--- src/rtl/bcd_display_scan_if.sv ---
// Result-word channel from the BCD adder into the display scanner.
// Handshake: a word {s1, s0, err_in} transfers on the rising clk edge where in_valid && in_ready;
// the master holds in_valid and the word stable until that edge, and in_ready never depends on in_valid.
interface bcd_display_scan_if;
    logic       in_valid;
    logic       in_ready;
    logic [3:0] s1;
    logic [3:0] s0;
    logic       err_in;

    modport master (output in_valid, s1, s0, err_in, input in_ready);
    modport slave  (input in_valid, s1, s0, err_in, output in_ready);
endinterface

--- src/rtl/bcd_display_scan.sv ---
// Two-digit multiplexed 7-segment scanner with a one-entry pending buffer and blinking "Er".
// Define BCD_DISPLAY_LZB_EN to blank a leading zero in the tens slot.
module bcd_display_scan #(
    parameter int CLK_DIV      = 50000,
    parameter int BLINK_FRAMES = 64,
    parameter int ACTIVE_LOW   = 1
) (
    input  logic                clk,
    input  logic                rst_n,
    bcd_display_scan_if.slave   bus,
    output logic [6:0]          seg,
    output logic [1:0]          an,
    output logic                shown_err
);

    localparam int CW = (CLK_DIV > 1) ? $clog2(CLK_DIV) : 1;
    localparam int FW = (BLINK_FRAMES > 1) ? $clog2(BLINK_FRAMES) : 1;
    localparam logic [6:0] SEG_OFF = (ACTIVE_LOW != 0) ? 7'h7F : 7'h00;
    localparam logic [1:0] AN_OFF  = (ACTIVE_LOW != 0) ? 2'b11 : 2'b00;

    logic [CW-1:0] cnt;
    logic          idx;
    logic [FW-1:0] fcnt;
    logic          phase;
    logic          pend_full;
    logic [8:0]    pend;
    logic [3:0]    disp_s1;
    logic [3:0]    disp_s0;
    logic          disp_err;
    logic          tick;
    logic          boundary;
    logic          accept;
    logic [6:0]    seg_a;
    logic [1:0]    an_a;

    function automatic logic [6:0] dec7(input logic [3:0] d);
        case (d)
            4'd0:    dec7 = 7'h3F;
            4'd1:    dec7 = 7'h06;
            4'd2:    dec7 = 7'h5B;
            4'd3:    dec7 = 7'h4F;
            4'd4:    dec7 = 7'h66;
            4'd5:    dec7 = 7'h6D;
            4'd6:    dec7 = 7'h7D;
            4'd7:    dec7 = 7'h07;
            4'd8:    dec7 = 7'h7F;
            4'd9:    dec7 = 7'h6F;
            default: dec7 = 7'h40;
        endcase
    endfunction

    assign tick         = (cnt == CW'(CLK_DIV - 1));
    assign boundary     = tick && idx;
    assign bus.in_ready = !pend_full;
    assign accept       = bus.in_valid && !pend_full;
    assign shown_err    = disp_err;

    always_ff @(posedge clk or negedge rst_n) begin
        if (!rst_n) begin
            cnt   <= '0;
            idx   <= 1'b0;
            fcnt  <= '0;
            phase <= 1'b0;
        end else begin
            cnt <= tick ? '0 : cnt + 1'b1;
            if (tick) begin
                idx <= ~idx;
            end
            // Blink timebase runs regardless of what is displayed.
            if (boundary) begin
                if (fcnt == FW'(BLINK_FRAMES - 1)) begin
                    fcnt  <= '0;
                    phase <= ~phase;
                end else begin
                    fcnt <= fcnt + 1'b1;
                end
            end
        end
    end

    // A word accepted in a boundary cycle lands in pending and waits for the next frame.
    always_ff @(posedge clk or negedge rst_n) begin
        if (!rst_n) begin
            pend_full <= 1'b0;
            pend      <= '0;
            disp_s1   <= '0;
            disp_s0   <= '0;
            disp_err  <= 1'b0;
        end else begin
            if (boundary && pend_full) begin
                {disp_err, disp_s1, disp_s0} <= pend;
                pend_full <= 1'b0;
            end
            if (accept) begin
                pend      <= {bus.err_in, bus.s1, bus.s0};
                pend_full <= 1'b1;
            end
        end
    end

    always_comb begin
        seg_a = 7'h00;
        an_a  = 2'b00;
        if (disp_err) begin
            if (!phase) begin
                seg_a = idx ? 7'h79 : 7'h50;
                an_a  = idx ? 2'b10 : 2'b01;
            end
        end else if (idx) begin
`ifdef BCD_DISPLAY_LZB_EN
            if (disp_s1 != 4'd0) begin
                seg_a = dec7(disp_s1);
                an_a  = 2'b10;
            end
`else
            seg_a = dec7(disp_s1);
            an_a  = 2'b10;
`endif
        end else begin
            seg_a = dec7(disp_s0);
            an_a  = 2'b01;
        end
    end

    always_ff @(posedge clk or negedge rst_n) begin
        if (!rst_n) begin
            seg <= SEG_OFF;
            an  <= AN_OFF;
        end else begin
            seg <= (ACTIVE_LOW != 0) ? ~seg_a : seg_a;
            an  <= (ACTIVE_LOW != 0) ? ~an_a : an_a;
        end
    end

endmodule

--- src/flat_wrapper.sv ---
// flat-port wrapper written by rule: the top's interface ports become plain ports
module bcd_display_scan_flat 
#(
    parameter int CLK_DIV      = 50000,
    parameter int BLINK_FRAMES = 64,
    parameter int ACTIVE_LOW   = 1
)
  (clk, rst_n, seg, an, shown_err, bus_in_valid, bus_s1, bus_s0, bus_err_in, bus_in_ready);
  bcd_display_scan_if bus_i ();
  input  logic clk;
  input  logic rst_n;
  output logic [6:0] seg;
  output logic [1:0] an;
  output logic shown_err;
  input wire logic [$bits(bus_i.in_valid)-1:0] bus_in_valid;
  input wire logic [$bits(bus_i.s1)-1:0] bus_s1;
  input wire logic [$bits(bus_i.s0)-1:0] bus_s0;
  input wire logic [$bits(bus_i.err_in)-1:0] bus_err_in;
  output wire logic [$bits(bus_i.in_ready)-1:0] bus_in_ready;
  assign bus_i.in_valid = bus_in_valid;
  assign bus_i.s1 = bus_s1;
  assign bus_i.s0 = bus_s0;
  assign bus_i.err_in = bus_err_in;
  assign bus_in_ready = bus_i.in_ready;
  bcd_display_scan #(.CLK_DIV(CLK_DIV), .BLINK_FRAMES(BLINK_FRAMES), .ACTIVE_LOW(ACTIVE_LOW)) u_core (.clk(clk), .rst_n(rst_n), .bus(bus_i), .seg(seg), .an(an), .shown_err(shown_err));
endmodule
--- config.mk ---
export PLATFORM = sky130hd
export DESIGN_NAME = bcd_display_scan_flat
export DESIGN_NICKNAME = d
export VERILOG_FILES = /design/src/rtl/bcd_display_scan_if.sv /design/src/rtl/bcd_display_scan.sv /design/src/flat_wrapper.sv
export SDC_FILE = /design/constraint.sdc
export NUM_CORES = 1
export LEC_CHECK = 0
export CORE_UTILIZATION = 40
export CTS_CLUSTER_DIAMETER = 120
export DETAILED_ROUTE_END_ITERATION = 10
export GPL_TIMING_DRIVEN = 0
export HOLD_SLACK_MARGIN = 0.05
export SYNTH_ARGS = -nofsm -noshare
export SYNTH_HDL_FRONTEND = slang
export SYNTH_SLANG_ARGS = --single-unit
--- constraint.sdc ---
create_clock -name clk -period 1.6 [get_ports clk]
set_input_delay 0.16 -clock clk [delete_from_list [all_inputs] [get_ports clk]]
set_output_delay 0.16 -clock clk [all_outputs]
set_load 0.03 [all_outputs]
==> flow_summary.toml <==
[logic_synthesis]
synth-edff-count = 0
avgSynthCellArea_sq_um = 11.4
synth.distinct_cells = 41
synth_seq_cells = 52
ys_seq_area_share_pct = 51.1
async_flop_share_pct = 100
synthFlopType = "dfrtp_1"
synthesis.area_sq_um = 2570
synthCells = 226
ys_warn_count = 0
synth_nets = 250

[setup_path]
arrival_ps = 1910
cp_top_family = "simple AND/OR/NAND/NOR gates"
slowest_stage = "dfrtp_2"
critical_path_required_ps = 1790
cp_max_fo = 5
critPathKind = "register to register"
crit_chain = "nor4b_4, and4_1, buf_6, nand2_4, mux2_4"
rrSetupSlack_ps = -110
crit_path_start_kind = "register"
worstRegToRegCells = 5
end_kind = "register"
cp.depth = 5
cpPeakStageDelay_ps = 440
cp_num_buf_inv = 1

[floorplanning]
die_area_sq_um = 6750
start_util_pct = 42.4
die_w_um = 82.1
fp.coreArea_sq_um = 6060
io_pins = 23
num_rows = 28
die_y_um = 82.1

[cts]
clockBufferDepth = 2
cts_max_level = 2
cts_buffers = 5
clk_latency_ps = 300
path_clk_slew_ps = 90
cts_num_sinks = 52
root_buffer = "clkbuf_8"
cts_tree = "yes"

[run_status]
status = "finished with violations"
violations = "negative setup slack"

[pwr]
switching_power_uw = 473
total_power_uw = 2210
p_leak_uw = 0.00141
p_sw_share_pct = 21.4
p_comb_share_pct = 3.9
power.density_nw_per_um2 = 707
intPower_uw = 1740
peakVddDrop_v = 0.000366
clockPowerShare_pct = 34.8
p_seq_share_pct = 61.4

[global_routing]
grt_overflow = 0
antenna_found_initial = 0
grt_pass1_wl_mm = 7.94
grt_pass1_vias = 1641
gr-usage-all-layers_pct = 15.9
grt_max_degree = 28

[layout]
fillers = 557
mostFrequentLayoutCell = "dfrtp_1"
diodes = 0
area_growth_pct = 21.9
multi_input_area_sq_um = 1250
fin_nets = 290
instances_no_fill = 342
drive_above_1_share_pct = 22.5
regArea_sq_um = 1320
final_cell_mix = "dfrtp_1, nand2_1, nor2_1"

[timing]
layout_min_cycle_time_ps = 1710
rsz0062_at_grt = "true"
final-hold-violation-count = 0
slew-limit-headroom_pct = 60.8
setup-tns-final_ps = -1220
drv_slew = 0
setup_viol = 15
finClkSkew_ps = 5.40
timing.fmax_mhz = 584
fin_ws_ps = -114
fin_crit_sh_pct = 107
worst_slew_pin_slew_ps = 587

[placed_design]
dpl.hpwl_mm = 3.25
place_ws_ps = -139
gp_congestion = 0.826
io_buffers = 22
dp.cells = 324

[drt]
drtPass1Iterations = 4
routed_wl_mm = 4.82
first_iter_violations = 94
wl_per_cell_um = 14.1
vias_per_cell = 5.18
ant_nets = 0
remaining_drc_errors = 0
via_count = 1772

[job]
max-cap-violations = 0

[hold_path]
min_path_type = "input port to async pin"
==> power by group through the flow <==
stage	registers [uW]	logic, uW	clock network (uW)
after CTS	1360	89.2	796
final	1360	85.6	769
after global placement	1380	80.2	0
after floorplan	1380	26.9	0
after detailed placement	1380	87.1	0
after global routing	1360	97.3	841
==> cells by family (layout without fill, tap and decap cells) <==
logic type               Yosys count  in the layout  share of synthesized area, %
AND/OR/NAND/NOR                   78             79                          17.0
XOR/XNOR                          17             17                          5.80
buffers and inverters             17             57                          2.63
flip-flops                        52             52                          51.1
adder cells (fa/ha/maj)           12             12                          5.84
multiplexers                      19             19                          9.60
AO/OA/AOI/OAI                     31             31                          8.04
==> path summary, 6_finish.rpt <==
check | endpoint | start
min in group clk | u_core.pend_full | bus_in_valid
max in group asynchronous | u_core.cnt[7] | rst_n
min reg2reg | u_core.disp_s1[3] | u_core.pend[7]
min | u_core.pend_full | rst_n
max | u_core.disp_s0[2] | u_core.cnt[4]
max reg2reg | u_core.disp_s0[2] | u_core.cnt[4]
==> worst register-to-register path, cell delays in order (launching register included) <==
cell     delay [ps]
dfrtp_2         440
nor4b_4         360
and4_1          270
buf_6           140
nand2_4          90
mux2_4          310
==> state kept, by name (all words and copies together), names as in the netlist <==
register,count
u_core.an,2
u_core.cnt,16
u_core.disp_s0,4
u_core.disp_s1,4
u_core.fcnt,6
u_core.idx,1
u_core.pend,9
u_core.pend_full,1
u_core.phase,1
u_core.seg,7
u_core.shown_err,1
==> per-layer routing <==
metal	track usage, %	wire length [um]	share of wire (%)
met1	22.8	2480	51
met2	23.8	2070	43
met3	3.30	178	3.7
met4	5.26	87	1.8
met5	0	0	0
==> through the flow <==
| stage | hold WS [ps] | cell area [sq um] | util [%] |
|---|---|---|---|
| CTS | 396 | 3060 | 50.4 |
| global placement | 485 | 2900 | 47.9 |
| detailed placement | 202 | 2920 | 48.1 |
| finish | 386 | 3130 | 51.7 |
| global route | 440 | 3130 | 51.7 |
| floorplan | -136 | 2590 | - |
==> synth_stat cells, drive strengths merged (7+ instances only) <==
cell	number	area share (%)
dfrtp	43	42
ha	12	5.8
inv	11	1.6
xnor2	12	4.1
nor2	16	2.3
nand4	8	1.9
mux2	18	9.2
nand2	17	2.8
nand3	14	2.7
o21ai	7	1.4
a21oi	8	1.6
dfstp	9	9.2
==> layout make-up <==
cell class / instances / share of cell area [%]
Multi-Input combinational cell: 158 / 40.1
Timing Repair Buffer: 32 / 9.59
Clock inverter: 2 / 0.320
Sequential cell: 52 / 42.0
Buffer: 6 / 1.04
Clock buffer: 6 / 2.64
Inverter: 11 / 1.32
Tap cell: 75 / 3.00
==> what timing repair did <==
action	4_1_cts	5_1_grt
resized for setup	12	12
setup endpoints to repair	22	28
buffers inserted	5	3
pin swaps	2	8
gates cloned	1	0
hold buffers	1	0
endpoints found under the hold margin	16	0
No activity file was read; power rests on OpenSTA's default activity.
